`config.mk`:
```
export PLATFORM = sky130hd
export DESIGN_NAME = ctrl_pipe
export DESIGN_NICKNAME = d
export VERILOG_FILES = /design/src/rtl/ctrl_pipe.sv
export SDC_FILE = /design/constraint.sdc
export NUM_CORES = 1
export LEC_CHECK = 0
export ABC_AREA = 1
export BUFFER_PORTS_ARGS = -buffer_cell sky130_fd_sc_hd__clkbuf_2
export CORE_ASPECT_RATIO = 0.5
export CORE_MARGIN = 2
export CORE_UTILIZATION = 57
export CTS_BUF_LIST = sky130_fd_sc_hd__clkbuf_16
export CTS_CLUSTER_SIZE = 40
export DETAILED_ROUTE_END_ITERATION = 10
export PLACE_DENSITY = 0.85
export RECOVER_POWER = 100
export SETUP_SLACK_MARGIN = 0.5
export SLEW_MARGIN = 20
export SYNTH_ARGS = -nofsm -noshare
export SYNTH_HDL_FRONTEND = slang
export SYNTH_SLANG_ARGS = --single-unit
```
`constraint.sdc`:
```
create_clock -name clk -period 5.54 [get_ports clk]
set_input_delay 0.554 -clock clk [delete_from_list [all_inputs] [get_ports clk]]
set_output_delay 0.554 -clock clk [all_outputs]
set_load 0.02 [all_outputs]
```
`src/rtl/ctrl_pipe.sv`:
```
// ctrl_pipe: control-bit pipeline for the five-stage RV32IM core.
//
// Takes the decoded control bundle of the instruction in ID and carries it
// through the ID/EX, EX/MEM and MEM/WB boundaries. It also detects load-use
// hazards, applies branch/jump flushes and counts stall, flush and retire
// events.
//
// Ports:
//   clk, rst_n                      clock, asynchronous active-low reset
//   id_valid, id_*                  decoded bundle and register indices in ID
//   ex_taken                        branch condition resolved in EX
//   ex_*                            EX-stage controls (ID/EX register)
//   mem_*                           MEM-stage controls (EX/MEM register)
//   wb_*                            WB-stage controls (MEM/WB register)
//   stall                           hold PC and IF/ID this cycle
//   flush, redirect                 kill IF/ID and select the branch/jump target
//   cnt_stall, cnt_flush, cnt_retire  wrapping performance counters
module ctrl_pipe #(
  parameter int CNT_W  = 32,
  parameter int REG_AW = 5
) (
  input  logic              clk,
  input  logic              rst_n,
  input  logic              id_valid,
  input  logic              id_RegWrite,
  input  logic              id_MemWrite,
  input  logic              id_MemtoReg,
  input  logic              id_Branch,
  input  logic              id_Jump,
  input  logic              id_ALUSrc,
  input  logic [1:0]        id_ALUOp,
  input  logic [REG_AW-1:0] id_rs1,
  input  logic [REG_AW-1:0] id_rs2,
  input  logic [REG_AW-1:0] id_rd,
  input  logic              ex_taken,
  output logic              ex_valid,
  output logic              ex_RegWrite,
  output logic              ex_MemWrite,
  output logic              ex_MemtoReg,
  output logic              ex_Branch,
  output logic              ex_Jump,
  output logic              ex_ALUSrc,
  output logic [1:0]        ex_ALUOp,
  output logic [REG_AW-1:0] ex_rd,
  output logic              mem_valid,
  output logic              mem_RegWrite,
  output logic              mem_MemWrite,
  output logic              mem_MemtoReg,
  output logic [REG_AW-1:0] mem_rd,
  output logic              wb_valid,
  output logic              wb_RegWrite,
  output logic              wb_MemtoReg,
  output logic [REG_AW-1:0] wb_rd,
  output logic              stall,
  output logic              flush,
  output logic              redirect,
  output logic [CNT_W-1:0]  cnt_stall,
  output logic [CNT_W-1:0]  cnt_flush,
  output logic [CNT_W-1:0]  cnt_retire
);

  // ID/EX state
  logic              ex_valid_q,    ex_valid_d;
  logic              ex_RegWrite_q, ex_RegWrite_d;
  logic              ex_MemWrite_q, ex_MemWrite_d;
  logic              ex_MemtoReg_q, ex_MemtoReg_d;
  logic              ex_Branch_q,   ex_Branch_d;
  logic              ex_Jump_q,     ex_Jump_d;
  logic              ex_ALUSrc_q,   ex_ALUSrc_d;
  logic [1:0]        ex_ALUOp_q,    ex_ALUOp_d;
  logic [REG_AW-1:0] ex_rd_q,       ex_rd_d;

  // EX/MEM state
  logic              mem_valid_q,    mem_valid_d;
  logic              mem_RegWrite_q, mem_RegWrite_d;
  logic              mem_MemWrite_q, mem_MemWrite_d;
  logic              mem_MemtoReg_q, mem_MemtoReg_d;
  logic [REG_AW-1:0] mem_rd_q,       mem_rd_d;

  // MEM/WB state
  logic              wb_valid_q,    wb_valid_d;
  logic              wb_RegWrite_q, wb_RegWrite_d;
  logic              wb_MemtoReg_q, wb_MemtoReg_d;
  logic [REG_AW-1:0] wb_rd_q,       wb_rd_d;

  // Performance counters
  logic [CNT_W-1:0]  cnt_stall_q,  cnt_stall_d;
  logic [CNT_W-1:0]  cnt_flush_q,  cnt_flush_d;
  logic [CNT_W-1:0]  cnt_retire_q, cnt_retire_d;

  logic take;
  logic lu;
  logic stall_w;

  // Hazard and flush detection
  always_comb begin
    take = ex_valid_q & ((ex_Branch_q & ex_taken) | ex_Jump_q);
    // A load writing x0 never produces a value anyone must wait for.
    lu   = ex_valid_q & ex_MemtoReg_q & ex_RegWrite_q & (ex_rd_q != '0) &
           id_valid & ((ex_rd_q == id_rs1) | (ex_rd_q == id_rs2));
    // The flushed ID instruction is discarded, so its hazard does not matter.
    stall_w = lu & ~take;
  end

  // ID -> EX boundary
  always_comb begin
    ex_valid_d    = 1'b0;
    ex_RegWrite_d = 1'b0;
    ex_MemWrite_d = 1'b0;
    ex_MemtoReg_d = 1'b0;
    ex_Branch_d   = 1'b0;
    ex_Jump_d     = 1'b0;
    ex_ALUSrc_d   = 1'b0;
    ex_ALUOp_d    = 2'b00;
    ex_rd_d       = '0;
    if (!(take | lu)) begin
      // Gating every field with valid keeps a bubble fully zero.
      ex_valid_d    = id_valid;
      ex_RegWrite_d = id_RegWrite & id_valid;
      ex_MemWrite_d = id_MemWrite & id_valid;
      ex_MemtoReg_d = id_MemtoReg & id_valid;
      ex_Branch_d   = id_Branch   & id_valid;
      ex_Jump_d     = id_Jump     & id_valid;
      ex_ALUSrc_d   = id_ALUSrc   & id_valid;
      ex_ALUOp_d    = id_ALUOp    & {2{id_valid}};
      ex_rd_d       = id_rd       & {REG_AW{id_valid}};
    end
  end

  // EX -> MEM boundary
  always_comb begin
    mem_valid_d    = ex_valid_q;
    mem_RegWrite_d = ex_RegWrite_q & ex_valid_q;
    mem_MemWrite_d = ex_MemWrite_q & ex_valid_q;
    mem_MemtoReg_d = ex_MemtoReg_q & ex_valid_q;
    mem_rd_d       = ex_rd_q & {REG_AW{ex_valid_q}};
  end

  // MEM -> WB boundary
  always_comb begin
    wb_valid_d    = mem_valid_q;
    wb_RegWrite_d = mem_RegWrite_q & mem_valid_q;
    wb_MemtoReg_d = mem_MemtoReg_q & mem_valid_q;
    wb_rd_d       = mem_rd_q & {REG_AW{mem_valid_q}};
  end

  // Counter next-state; wraps naturally at 2^CNT_W
  always_comb begin
    cnt_stall_d  = cnt_stall_q  + {{(CNT_W-1){1'b0}}, stall_w};
    cnt_flush_d  = cnt_flush_q  + {{(CNT_W-1){1'b0}}, take};
    cnt_retire_d = cnt_retire_q + {{(CNT_W-1){1'b0}}, wb_valid_q};
  end

  always_ff @(posedge clk or negedge rst_n) begin
    if (!rst_n) begin
      ex_valid_q     <= 1'b0;
      ex_RegWrite_q  <= 1'b0;
      ex_MemWrite_q  <= 1'b0;
      ex_MemtoReg_q  <= 1'b0;
      ex_Branch_q    <= 1'b0;
      ex_Jump_q      <= 1'b0;
      ex_ALUSrc_q    <= 1'b0;
      ex_ALUOp_q     <= 2'b00;
      ex_rd_q        <= '0;
      mem_valid_q    <= 1'b0;
      mem_RegWrite_q <= 1'b0;
      mem_MemWrite_q <= 1'b0;
      mem_MemtoReg_q <= 1'b0;
      mem_rd_q       <= '0;
      wb_valid_q     <= 1'b0;
      wb_RegWrite_q  <= 1'b0;
      wb_MemtoReg_q  <= 1'b0;
      wb_rd_q        <= '0;
      cnt_stall_q    <= '0;
      cnt_flush_q    <= '0;
      cnt_retire_q   <= '0;
    end else begin
      ex_valid_q     <= ex_valid_d;
      ex_RegWrite_q  <= ex_RegWrite_d;
      ex_MemWrite_q  <= ex_MemWrite_d;
      ex_MemtoReg_q  <= ex_MemtoReg_d;
      ex_Branch_q    <= ex_Branch_d;
      ex_Jump_q      <= ex_Jump_d;
      ex_ALUSrc_q    <= ex_ALUSrc_d;
      ex_ALUOp_q     <= ex_ALUOp_d;
      ex_rd_q        <= ex_rd_d;
      mem_valid_q    <= mem_valid_d;
      mem_RegWrite_q <= mem_RegWrite_d;
      mem_MemWrite_q <= mem_MemWrite_d;
      mem_MemtoReg_q <= mem_MemtoReg_d;
      mem_rd_q       <= mem_rd_d;
      wb_valid_q     <= wb_valid_d;
      wb_RegWrite_q  <= wb_RegWrite_d;
      wb_MemtoReg_q  <= wb_MemtoReg_d;
      wb_rd_q        <= wb_rd_d;
      cnt_stall_q    <= cnt_stall_d;
      cnt_flush_q    <= cnt_flush_d;
      cnt_retire_q   <= cnt_retire_d;
    end
  end

  assign ex_valid     = ex_valid_q;
  assign ex_RegWrite  = ex_RegWrite_q;
  assign ex_MemWrite  = ex_MemWrite_q;
  assign ex_MemtoReg  = ex_MemtoReg_q;
  assign ex_Branch    = ex_Branch_q;
  assign ex_Jump      = ex_Jump_q;
  assign ex_ALUSrc    = ex_ALUSrc_q;
  assign ex_ALUOp     = ex_ALUOp_q;
  assign ex_rd        = ex_rd_q;
  assign mem_valid    = mem_valid_q;
  assign mem_RegWrite = mem_RegWrite_q;
  assign mem_MemWrite = mem_MemWrite_q;
  assign mem_MemtoReg = mem_MemtoReg_q;
  assign mem_rd       = mem_rd_q;
  assign wb_valid     = wb_valid_q;
  assign wb_RegWrite  = wb_RegWrite_q;
  assign wb_MemtoReg  = wb_MemtoReg_q;
  assign wb_rd        = wb_rd_q;
  assign stall        = stall_w;
  assign flush        = take;
  assign redirect     = take;
  assign cnt_stall    = cnt_stall_q;
  assign cnt_flush    = cnt_flush_q;
  assign cnt_retire   = cnt_retire_q;

endmodule

```
After elaboration in Yosys (flattened, before gate mapping)
Cells that the tools add are included.
- logic and storage cells: 62
- input port bits: 27
- output and inout bits: 130
- register bits: 127
- mux-type cells: 9
- reduce and logical (&&, ||, !) cells: 1
- bitwise gates (word level): 26
- equality and inequality tests: 2
- add/sub/neg operators: 3
- operator list (operator ; number):
    $add 32x1->32 ; 3
    $and 1x1->1 ; 18
    $and 5x5->5 ; 3
    $eq 5x5->1 ; 2
    $mux 1 ; 7
    $mux 5 ; 1
    $reduce_bool 5->1 ; 1
    $or 1x1->1 ; 3
    $and 2x2->2 ; 1
    $mux 2 ; 1
    $not 1->1 ; 1

Depth between registers and ports, before layout
Gate-level depths: netlist (run 1).
- depth in word-level cells: 7
- depth in mapped cells: 16
- mapped depth without buffers: 16

Worst setup path before layout (run 1)
Ideal clock, no wire load.
- kind: flip-flop to flip-flop
- start point: register ex_valid_q (netlist: ex_valid)
- end point: register cnt_stall_q[22] (netlist: cnt_stall[22])
- slack: 3006 ps
- period minus slack after synthesis: 2534 ps
- data arrival time: 2413 ps
- path buffers: 1
- stages on the path, launching flop included: 15
- library setup time: 121 ps
- cells stage by stage: dfrtp_1 -> buf_2 -> nand2_1 -> inv_1 -> nand4_1 -> inv_1 -> nand2_1 -> nor2_1 -> ha_1 -> ha_1 -> nand3_2 -> nor3_4 -> nand4_2 -> o21ai_1 -> nand2_1
- word-level cells in the longest chain between the ends: 7
- elaborated cells between the ends (all ways): 9
- classes of those cells: add/sub (1); bitwise (8)
- ends and longest elaborated chain (item ; line ; source):
    start, declared ; 63 ; logic ex_valid_q, ex_valid_d;
    start signal, assigned ; 178 ; ex_valid_q <= ex_valid_d;
    $and 1x1->1 ; -- ;
    named net mem_MemtoReg_d ; 77 ; logic mem_MemtoReg_q, mem_MemtoReg_d;
    $and 1x1->1 (3 in series) ; 99 ; lu = ex_valid_q & ex_MemtoReg_q & ex_RegWrite_q & (ex_rd_q != '0) &
    $and 1x1->1 ; 100 ; id_valid & ((ex_rd_q == id_rs1) | (ex_rd_q == id_rs2));
    $and 1x1->1 ; 102 ; stall_w = lu & ~take;
    named net stall ; 54 ; output logic stall,
    $add 32x1->32 ; 149 ; cnt_stall_d = cnt_stall_q + {{(CNT_W-1){1'b0}}, stall_w};
    named net cnt_stall_d[22] ; 87 ; logic [CNT_W-1:0] cnt_stall_q, cnt_stall_d;
    end signal, assigned ; 196 ; cnt_stall_q <= cnt_stall_d;
    end, declared ; 87 ;
The timed path passes the listed nets, and every way through them passes these cells.

Final worst setup path (run 1)
- start point: register ex_rd_q[2] (netlist: ex_rd[2])
- end point: register cnt_stall_q[22] (netlist: cnt_stall[22])
- word-level cells in the longest chain between the ends: 6
- elaborated cells between the ends (all ways): 9
- classes of those cells: add/sub (1); eq/ne (2); bitwise (5); reduce/logical (1)
- ends and longest elaborated chain (item ; line ; source):
    start, declared ; 71 ; logic [REG_AW-1:0] ex_rd_q, ex_rd_d;
    start signal, assigned ; 186 ; ex_rd_q <= ex_rd_d;
    $reduce_bool 5->1 ; 99 ;
    $and 1x1->1 (2 in series) ; 99 ;
    $and 1x1->1 * ; 100 ;
    $and 1x1->1 * ; 102 ;
    $add 32x1->32 * ; 149 ;
    named net cnt_stall_d[22] ; 87 ;
The timed path passes the listed nets; every way through them passes the cells marked *.

==> flow_summary.yaml, run 1 <==
status:
  outcome: "finished, violations left"
  violations: "max-capacitance violations, max-slew violations"
synth:
  yosysSeqAreaShare_pct: 51.9
  postSynthNetCount: 731
  yosys.cell_types.count: 29
  syn_avg_cell_area_sq_um: 8.77
  synth_warnings: 0
  post_synth_inst_count: 698
  mappedNetlistArea_sq_um: 6120
  synth-seq-cells: 127
timing:
  max-slew-margin-rel_pct: -49.3
  fin_crit_sh_pct: 54.8
  setup_viol: 0
  tightest_slew_ns: 2.24
  setup_repair_after_global_routing_missed_its_margin: "no"
  total_negative_setup_slacks_ns: 0
  finalClockSkew_ns: 0.00967
  period_minus_slack_ns: 3.04
  report.final.slew_viol_count: 45
  maxClockFrequency_ghz: 0.329
  report.final.hold_viol_count: 0
cells_and_area:
  layout-drive-gt1-share_pct: 6.80
  ff_latch_area_sq_um: 3180
  total_area_of_multi_input_combinational_cells_sq_um: 2490
  layout-area-overhead-vs-synth_pct: 20.2
  antenna_cells: 0
  nets: 903
  finalNonFillerCells: 1023
  fillers: 848
placed_design:
  dp_hpwl_mm: 10.9
  gp_congestion: 0.957
  number_of_buffers_added_on_ports: 156
  placedCellCount: 991
worst_setup_path:
  timing.critical_path.from_type: "flip-flop"
  timing.critical_path.buf_inv: 1
  critPathKind: "flip-flop to flip-flop"
  critical-path-max-stage-delay_ns: 0.66
  cp_data_required_time_ns: 5.82
  critical_path_arrival_ns: 3.32
  critical_path.max_fanout: 5
  crit_slowest_cell: "sky130_fd_sc_hd__nor3_1"
  kind_of_end_point_of_the_critical_path: "flip-flop"
  worst_path_top_cell_family_by_delay: "simple AND/OR/NAND/NOR gates"
  critical_path.most_common_cell: "sky130_fd_sc_hd__nand2_1"
  path_cells: "inv_1, nand2_1, nand2_1, nor2_1, nand3_1, nand2_1, nand2_1, nor2_1, ha_1, ha_1, nand3_1, nor3_1, nand4_2, o21ai_0, nand2_1"
cts:
  cts_tree: "done"
  clock_sink_count: 127
  post-cts-setup-buffer-count: 0
  cts_htree_levels: 4
  cts_inserted_buffers: 17
  hold_bufs_inserted_after_cts: 0
  clockRootBuffer: "sky130_fd_sc_hd__clkbuf_16"
  clkLatencyLatePin_ns: 0.40
  postCtsResizedCells: 0
  clock_path_buffers: 2
  cts.reportedPaths.clkPinSlew_ns: 0.06
route:
  via_count: 5279
  post_drt_via_cell_ratio: 5.16
  dr.pass1.iters: 6
  postRouteAntennaNets: 0
  postRouteWirelength_mm: 14.8
  detailedRoute.firstIterationViolations: 339
  routed_wire_length_per_instance_microns: 14.4
  detail_route.drc_violations: 0
power_and_ir_drop:
  peakVddDrop_uv: 202
  total_power_mw: 2.36
  powerDensity_nw_per_um2: 320
  p_leak_nw: 3.68
die:
  die_h_microns: 77.3
  core_area_sq_um: 10300
  die-area_sq_um: 11600
  effective_utilization_at_floorplan_pct: 59.4
  number_of_i_o_pins: 157
  core.rowCount: 26
  die_w_microns: 151
hold_path:
  holdCritPathClass: "input port to asynchronous set/reset pin"
global_route:
  groute.usage.overall_pct: 26.9
  grt_pass1_vias: 5135
  number_of_antenna_violations_at_the_first_check_in_global_routing: 0
  grt_first_pass_wirelength_mm: 24.6
  globalRouteOverflowTotal: 0
  pin_count_of_the_biggest_net_entering_global_routing: 85
flow_run:
  max_cap_viol_count: 1
==> report_power, final <==
part,switching (mW),internal [mW]
Combinational,0.157,0.0646
Clock,0.400,0.697
Sequential,0.0583,0.982
Total,0.615,1.74
==> cell usage after synthesis <==
library cell / count / area, sq um
sky130_fd_sc_hd__xor2_1: 55 / 482
sky130_fd_sc_hd__nor2_1: 89 / 334
sky130_fd_sc_hd__nor3_4: 3 / 48.8
sky130_fd_sc_hd__nand2_1: 196 / 736
sky130_fd_sc_hd__nand2_2: 4 / 25.0
sky130_fd_sc_hd__o21ai_1: 1 / 5.00
sky130_fd_sc_hd__xnor2_1: 24 / 210
sky130_fd_sc_hd__and3_1: 5 / 31.3
sky130_fd_sc_hd__nor3_2: 5 / 50.1
sky130_fd_sc_hd__or2_1: 1 / 6.26
sky130_fd_sc_hd__nand2_4: 1 / 11.3
sky130_fd_sc_hd__ha_1: 6 / 75.1
sky130_fd_sc_hd__nor3b_1: 2 / 15.0
sky130_fd_sc_hd__nor3b_2: 1 / 12.5
sky130_fd_sc_hd__nor2_4: 3 / 33.8
sky130_fd_sc_hd__clkbuf_1: 1 / 3.75
sky130_fd_sc_hd__a21o_1: 1 / 7.51
sky130_fd_sc_hd__nand4_2: 1 / 12.5
sky130_fd_sc_hd__inv_1: 82 / 308
sky130_fd_sc_hd__nand4_1: 16 / 100
sky130_fd_sc_hd__nand3_2: 4 / 40.0
sky130_fd_sc_hd__nand3b_1: 8 / 60.1
sky130_fd_sc_hd__nand3_1: 21 / 105
sky130_fd_sc_hd__nor3_1: 30 / 150
sky130_fd_sc_hd__dfrtp_1: 127 / 3180
sky130_fd_sc_hd__xnor2_2: 1 / 16.3
sky130_fd_sc_hd__buf_4: 2 / 15.0
sky130_fd_sc_hd__nor2_2: 7 / 43.8
sky130_fd_sc_hd__buf_2: 1 / 5.00
==> metal layers <==
metal / vias up / GRT usage [%] / part of all wire [%]
met4: 0 / 9.34 / 1.9
li1: 2521 / - / -
met3: 32 / 6.25 / 6.7
met5: - / 0 / 0
met2: 227 / 44.3 / 49
met1: 2499 / 35.1 / 42
==> worst paths after layout <==
kind	from	endpoint	slack, ns	depth (start not counted)
min reg2reg	mem_RegWrite$_DFF_PN0_	wb_RegWrite$_DFF_PN0_	0.46	2
min	rst_n	cnt_flush[2]$_DFF_PN0_	0.17	1
max in group asynchronous	rst_n	ex_RegWrite$_DFF_PN0_	2.74	2
max reg2reg	ex_rd[2]$_DFF_PN0_	cnt_stall[22]$_DFF_PN0_	2.50	15
max	ex_rd[2]$_DFF_PN0_	cnt_stall[22]$_DFF_PN0_	2.50	15
min in group clk	id_ALUOp[0]	ex_ALUOp[0]$_DFF_PN0_	0.36	3
==> state kept, by name (all words and copies together) (netlist names), 2 cells and up <==
register	count
ex_ALUOp	2
cnt_retire	32
cnt_stall	32
ex_rd	5
mem_rd	5
wb_rd	5
cnt_flush	32
==> kinds of logic (layout without fill, tap and decap cells) <==
logic type                 Yosys count  in the layout  share of synthesized area, %
xor gates and xnor gates            80             80                          11.6
DFF                                127            127                          51.9
buffers and inverters               86            271                          5.42
adders and majority gates            6              6                          1.23
and+or+nand+nor                    397            397                          29.7
AOI/OAI and AO/OA                    2              2                         0.204
==> placed cells by master, fill, tap and decap left out, types with 8 or more instances in the layout <==
cell type,instances
sky130_fd_sc_hd__clkbuf_2,25
sky130_fd_sc_hd__inv_1,84
sky130_fd_sc_hd__nand3_1,25
sky130_fd_sc_hd__dfrtp_1,127
sky130_fd_sc_hd__clkbuf_16,17
sky130_fd_sc_hd__xor2_1,55
sky130_fd_sc_hd__clkbuf_1,131
sky130_fd_sc_hd__nor3_1,35
sky130_fd_sc_hd__nand2_1,199
sky130_fd_sc_hd__nand4_1,16
sky130_fd_sc_hd__nor2_1,98
sky130_fd_sc_hd__nand3b_1,8
sky130_fd_sc_hd__xnor2_1,25
==> stage by stage <==
stage                     hold WS (ns)  util [%]  cell area, sq um  worst slack (ns)
after detailed placement         0.454      68.5              7060              2.92
final                            0.174      71.4              7360              2.50
after global placement           0.448      68.5              7060              3.05
after global routing             0.256      71.4              7360              2.06
after floorplan                  0.258         -              6120              3.01
after CTS                        0.340      74.1              7640              3.01
==> worst register-to-register path: cells and delay by family (launching register included) <==
kind,cells,cell delay [ns]
AND/OR/NAND/NOR,11,1.74
flip-flops,1,0.45
AO/OA/AOI/OAI,1,0.22
adder cells (fa/ha/maj),2,0.41
buffers and inverters,1,0.11
==> layout make-up <==
class / count / area share, %
Clock inverter: 15 / 2.09
Multi-Input combinational cell: 485 / 33.8
Sequential cell: 127 / 43.2
Inverter: 82 / 4.18
Tap cell: 140 / 2.38
Timing Repair Buffer: 157 / 8.53
Clock buffer: 17 / 5.78
Power figures use the tool's default switching activity.
==> run 2, diff against run 1 <==
--- a/config.mk
+++ b/config.mk
@@ -5,15 +5,15 @@
 export SDC_FILE = /design/constraint.sdc
 export NUM_CORES = 1
 export LEC_CHECK = 0
-export ABC_AREA = 1
+export ABC_AREA = 0
 export BUFFER_PORTS_ARGS = -buffer_cell sky130_fd_sc_hd__clkbuf_2
 export CORE_ASPECT_RATIO = 0.5
 export CORE_MARGIN = 2
-export CORE_UTILIZATION = 57
+export CORE_UTILIZATION = 47
 export CTS_BUF_LIST = sky130_fd_sc_hd__clkbuf_16
 export CTS_CLUSTER_SIZE = 40
 export DETAILED_ROUTE_END_ITERATION = 10
-export PLACE_DENSITY = 0.85
+export PLACE_DENSITY = 0.76
 export RECOVER_POWER = 100
 export SETUP_SLACK_MARGIN = 0.5
 export SLEW_MARGIN = 20
==> constraint.sdc (replaced) <==
create_clock -name clk -period 2.53 [get_ports clk]
set_input_delay 0.253 -clock clk [delete_from_list [all_inputs] [get_ports clk]]
set_output_delay 0.253 -clock clk [all_outputs]
set_load 0.02 [all_outputs]
==> flow_summary.yaml, run 2 <==
status:
  outcome: "complete, no violations"
placed_design:
  placed_area_sq_um: 6580
  placedCellCount: 766
  number_of_buffers_added_on_ports: 156
  gp_congestion: 0.827
  dp_hpwl_mm: 8.82
timing:
  setup_repair_after_global_routing_missed_its_margin: "yes"
  report.final.slew_viol_count: 0
  report.final.hold_viol_count: 0
  maxClockFrequency_ghz: 0.396
  holdWs_ns: 0.0664
  fin_crit_sh_pct: 99.9
  setup_viol: 0
  max-slew-margin-rel_pct: 8.27
  finalClockSkew_ns: 0.00891
  period_minus_slack_ns: 2.53
  tightest_slew_ns: 1.38
die:
  die_h_microns: 80.2
  effective_utilization_at_floorplan_pct: 48.9
  number_of_i_o_pins: 157
  core.rowCount: 27
  die_w_microns: 156
  die-area_sq_um: 12500
  core_area_sq_um: 11100
synth:
  synth-seq-cells: 127
  syn_avg_cell_area_sq_um: 11.8
  dominantRegCellSynth: "sky130_fd_sc_hd__dfrtp_1"
  synth_largest_area_cell: "sky130_fd_sc_hd__dfrtp_1"
  synth-edff-count: 0
  yosysSeqAreaShare_pct: 58.3
  async_reset_ff_share_pct: 100
  synth-simple-area-share_pct: 21.1
  synth.mux.area_fraction_pct: 0
  mappedNetlistArea_sq_um: 5450
  synth.top_cells.by_area: "sky130_fd_sc_hd__dfrtp_1 (58%), sky130_fd_sc_hd__xnor2_1 (12%), sky130_fd_sc_hd__nand3_1 (4.8%), sky130_fd_sc_hd__xor2_1 (3.7%), sky130_fd_sc_hd__nand4_1 (3.3%)"
  post_synth_inst_count: 462
  synthesized_area_fraction_occupied_by_adder_cells_pct: 1.38
  synth_warnings: 0
  synth_xor_area_share_pct: 16.1
  ys_top_cells_by_count: "sky130_fd_sc_hd__dfrtp_1 (127), sky130_fd_sc_hd__xnor2_1 (77), sky130_fd_sc_hd__nand3_1 (52)"
  combinational_family_with_the_most_area_after_synthesis: "simple AND/OR/NAND/NOR gates"
  top_count_cell_post_synth: "sky130_fd_sc_hd__dfrtp_1"
  netlist.area_leader.share_pct: 58.3
  synth_compound_area_share_pct: 1.74
  postSynthNetCount: 495
  yosys.cell_types.count: 30
worst_setup_path:
  critical_path.max_fanout: 5
  kind_of_end_point_of_the_critical_path: "flip-flop"
  timing.critical_path.from_type: "flip-flop"
  critPathKind: "flip-flop to flip-flop"
  setup.worst_path.start: "ex_rd[2]$_DFF_PN0_"
  critical_path_arrival_ns: 2.85
  cp_data_required_time_ns: 2.85
  worst-r2r-cell-count: 10
  r2r_start: "ex_rd[2]$_DFF_PN0_"
  reg2reg_to: "cnt_stall[30]$_DFF_PN0_"
  setup.reg_to_reg.worst_slack_ns: 0.003
cts:
  clock_path_buffers: 2
  cts_inserted_buffers: 17
  cts.reportedPaths.clkPinSlew_ns: 0.05
  clkLatencyLatePin_ns: 0.41
  cts_htree_levels: 4
  clockRootBuffer: "sky130_fd_sc_hd__clkbuf_16"
  clock_sink_count: 127
  cts_tree: "done"
global_route:
  globalRouteOverflowTotal: 0
  pin_count_of_the_biggest_net_entering_global_routing: 56
  grt_first_pass_wirelength_mm: 20.8
  groute.usage.overall_pct: 21.2
  number_of_antenna_violations_at_the_first_check_in_global_routing: 0
  grt_pass1_vias: 4137
power_and_ir_drop:
  peakVddDrop_uv: 415
  powerDensity_nw_per_um2: 723
  p_leak_nw: 3.65
route:
  postRouteWirelength_mm: 13.1
  postRouteAntennaNets: 0
  via_count: 4218
  routed_wire_length_per_instance_microns: 16.0
  post_drt_via_cell_ratio: 5.17
  detailedRoute.firstIterationViolations: 231
  detail_route.drc_violations: 0
  dr.pass1.iters: 4
cells_and_area:
  finalNonFillerCells: 816
  design_area_sq_um: 7470
  final_common_cell: "sky130_fd_sc_hd__dfrtp_1"
  layout-area-overhead-vs-synth_pct: 37.0
  nets: 691
  mostFrequentLayoutCells: "sky130_fd_sc_hd__dfrtp_1 (119), sky130_fd_sc_hd__clkbuf_2 (80), sky130_fd_sc_hd__clkbuf_1 (76)"
  layout-drive-gt1-share_pct: 29.2
  antenna_cells: 0
hold_path:
  holdCritPathClass: "input port to flip-flop"
  whs_endpoint: "ex_rd[3]$_DFF_PN0_"
  hp-start: "id_rd[3]"
  hold-path-cell-count: 3
flow_run:
  max_cap_viol_count: 0
==> run 2: cell count changes in the layout (fill, tap and decap cells not counted), sizes merged, moves of 14 or more <==
| cell | before | now |
|---|---|---|
| nor3 | 38 | 7 |
| a21oi | 0 | 14 |
| xor2 | 55 | 23 |
| nor2 | 99 | 18 |
| xnor2 | 25 | 77 |
| buf | 1 | 26 |
| nand2 | 201 | 29 |
| inv | 84 | 11 |
| and2 | 0 | 17 |
| nand3 | 25 | 52 |
==> run 2: through the flow <==
| stage | utilization (%) | power (mW) | setup WS, ns | TNS (ns) |
|---|---|---|---|---|
| 2_1_floorplan | - | 2.58 | 0.191 | 0 |
| 3_3_place_gp | 59.0 | 2.82 | 0.231 | 0 |
| 3_5_place_dp | 59.0 | 2.84 | 0.132 | 0 |
| 4_1_cts | 65.8 | 5.46 | 0.153 | 0 |
| 5_1_grt | 67.0 | 5.59 | -0.0895 | -0.443 |
| 6_report | 67.0 | 5.40 | 0.00320 | 0 |
==> run 2: logic make-up after synthesis <==
logic type	count (synthesis)
and+or+nand+nor	194
adders and majority gates	6
AOI/OAI and AO/OA	17
buffers and inverters	18
xor gates and xnor gates	100
DFF	127
==> run 2: how the worst max path moves through the flow <==
stage / end
2_1_floorplan: cnt_stall[10]$_DFF_PN0_
3_3_place_gp: cnt_stall[22]$_DFF_PN0_
3_5_place_dp: cnt_stall[20]$_DFF_PN0_
4_1_cts: cnt_stall[20]$_DFF_PN0_
5_1_grt: cnt_stall[30]$_DFF_PN0_
6_report: cnt_stall[30]$_DFF_PN0_
==> run 2: layout make-up <==
type | count | area (sq um)
Inverter | 9 | 41.3
Tap cell | 145 | 181
Multi-Input combinational cell | 317 | 2490
Fill cell | 842 | 3670
Sequential cell | 127 | 3190
Clock inverter | 15 | 201
Timing Repair Buffer | 186 | 941
Clock buffer | 17 | 425
==> run 2: critical path, stage by stage (launching register included) <==
cell and delay (ns):
sky130_fd_sc_hd__dfrtp_2 0.46, sky130_fd_sc_hd__or4_1 0.56, sky130_fd_sc_hd__o2111a_2 0.29, sky130_fd_sc_hd__and3_4 0.20, sky130_fd_sc_hd__ha_4 0.17, sky130_fd_sc_hd__ha_4 0.15
sky130_fd_sc_hd__nand4_1 0.15, sky130_fd_sc_hd__buf_4 0.15, sky130_fd_sc_hd__nor2_2 0.04, sky130_fd_sc_hd__nand4b_1 0.14, sky130_fd_sc_hd__xnor2_1 0.13
==> run 2: routing by layer <==
metal  GRT usage, %  vias up  part of all wire (%)  routed length, microns
met2           36.5       99                    50                    6480
met3           4.64       23                   3.8                     491
li1               -     2012                     -                       -
met5              0        -                     0                       0
met1           27.0     2084                    45                    5830
met4           7.16        0                   1.9                     250
==> run 2: timing repair <==
item / 4_1_cts / 5_1_grt
gates resized for setup: 10 / 37
cloned: 1 / 0
hold buffers: 1 / 0
setup endpoints to repair: 36 / 46
endpoints found under the hold margin: 51 / 0
pin swaps: 15 / 25
buffers inserted: 8 / 8
==> run 2: report_power, final <==
group / internal [mW] / total (mW) / switching [mW]
Combinational: 0.185 / 0.516 / 0.331
Clock: 1.73 / 2.60 / 0.870
Sequential: 2.15 / 2.29 / 0.146
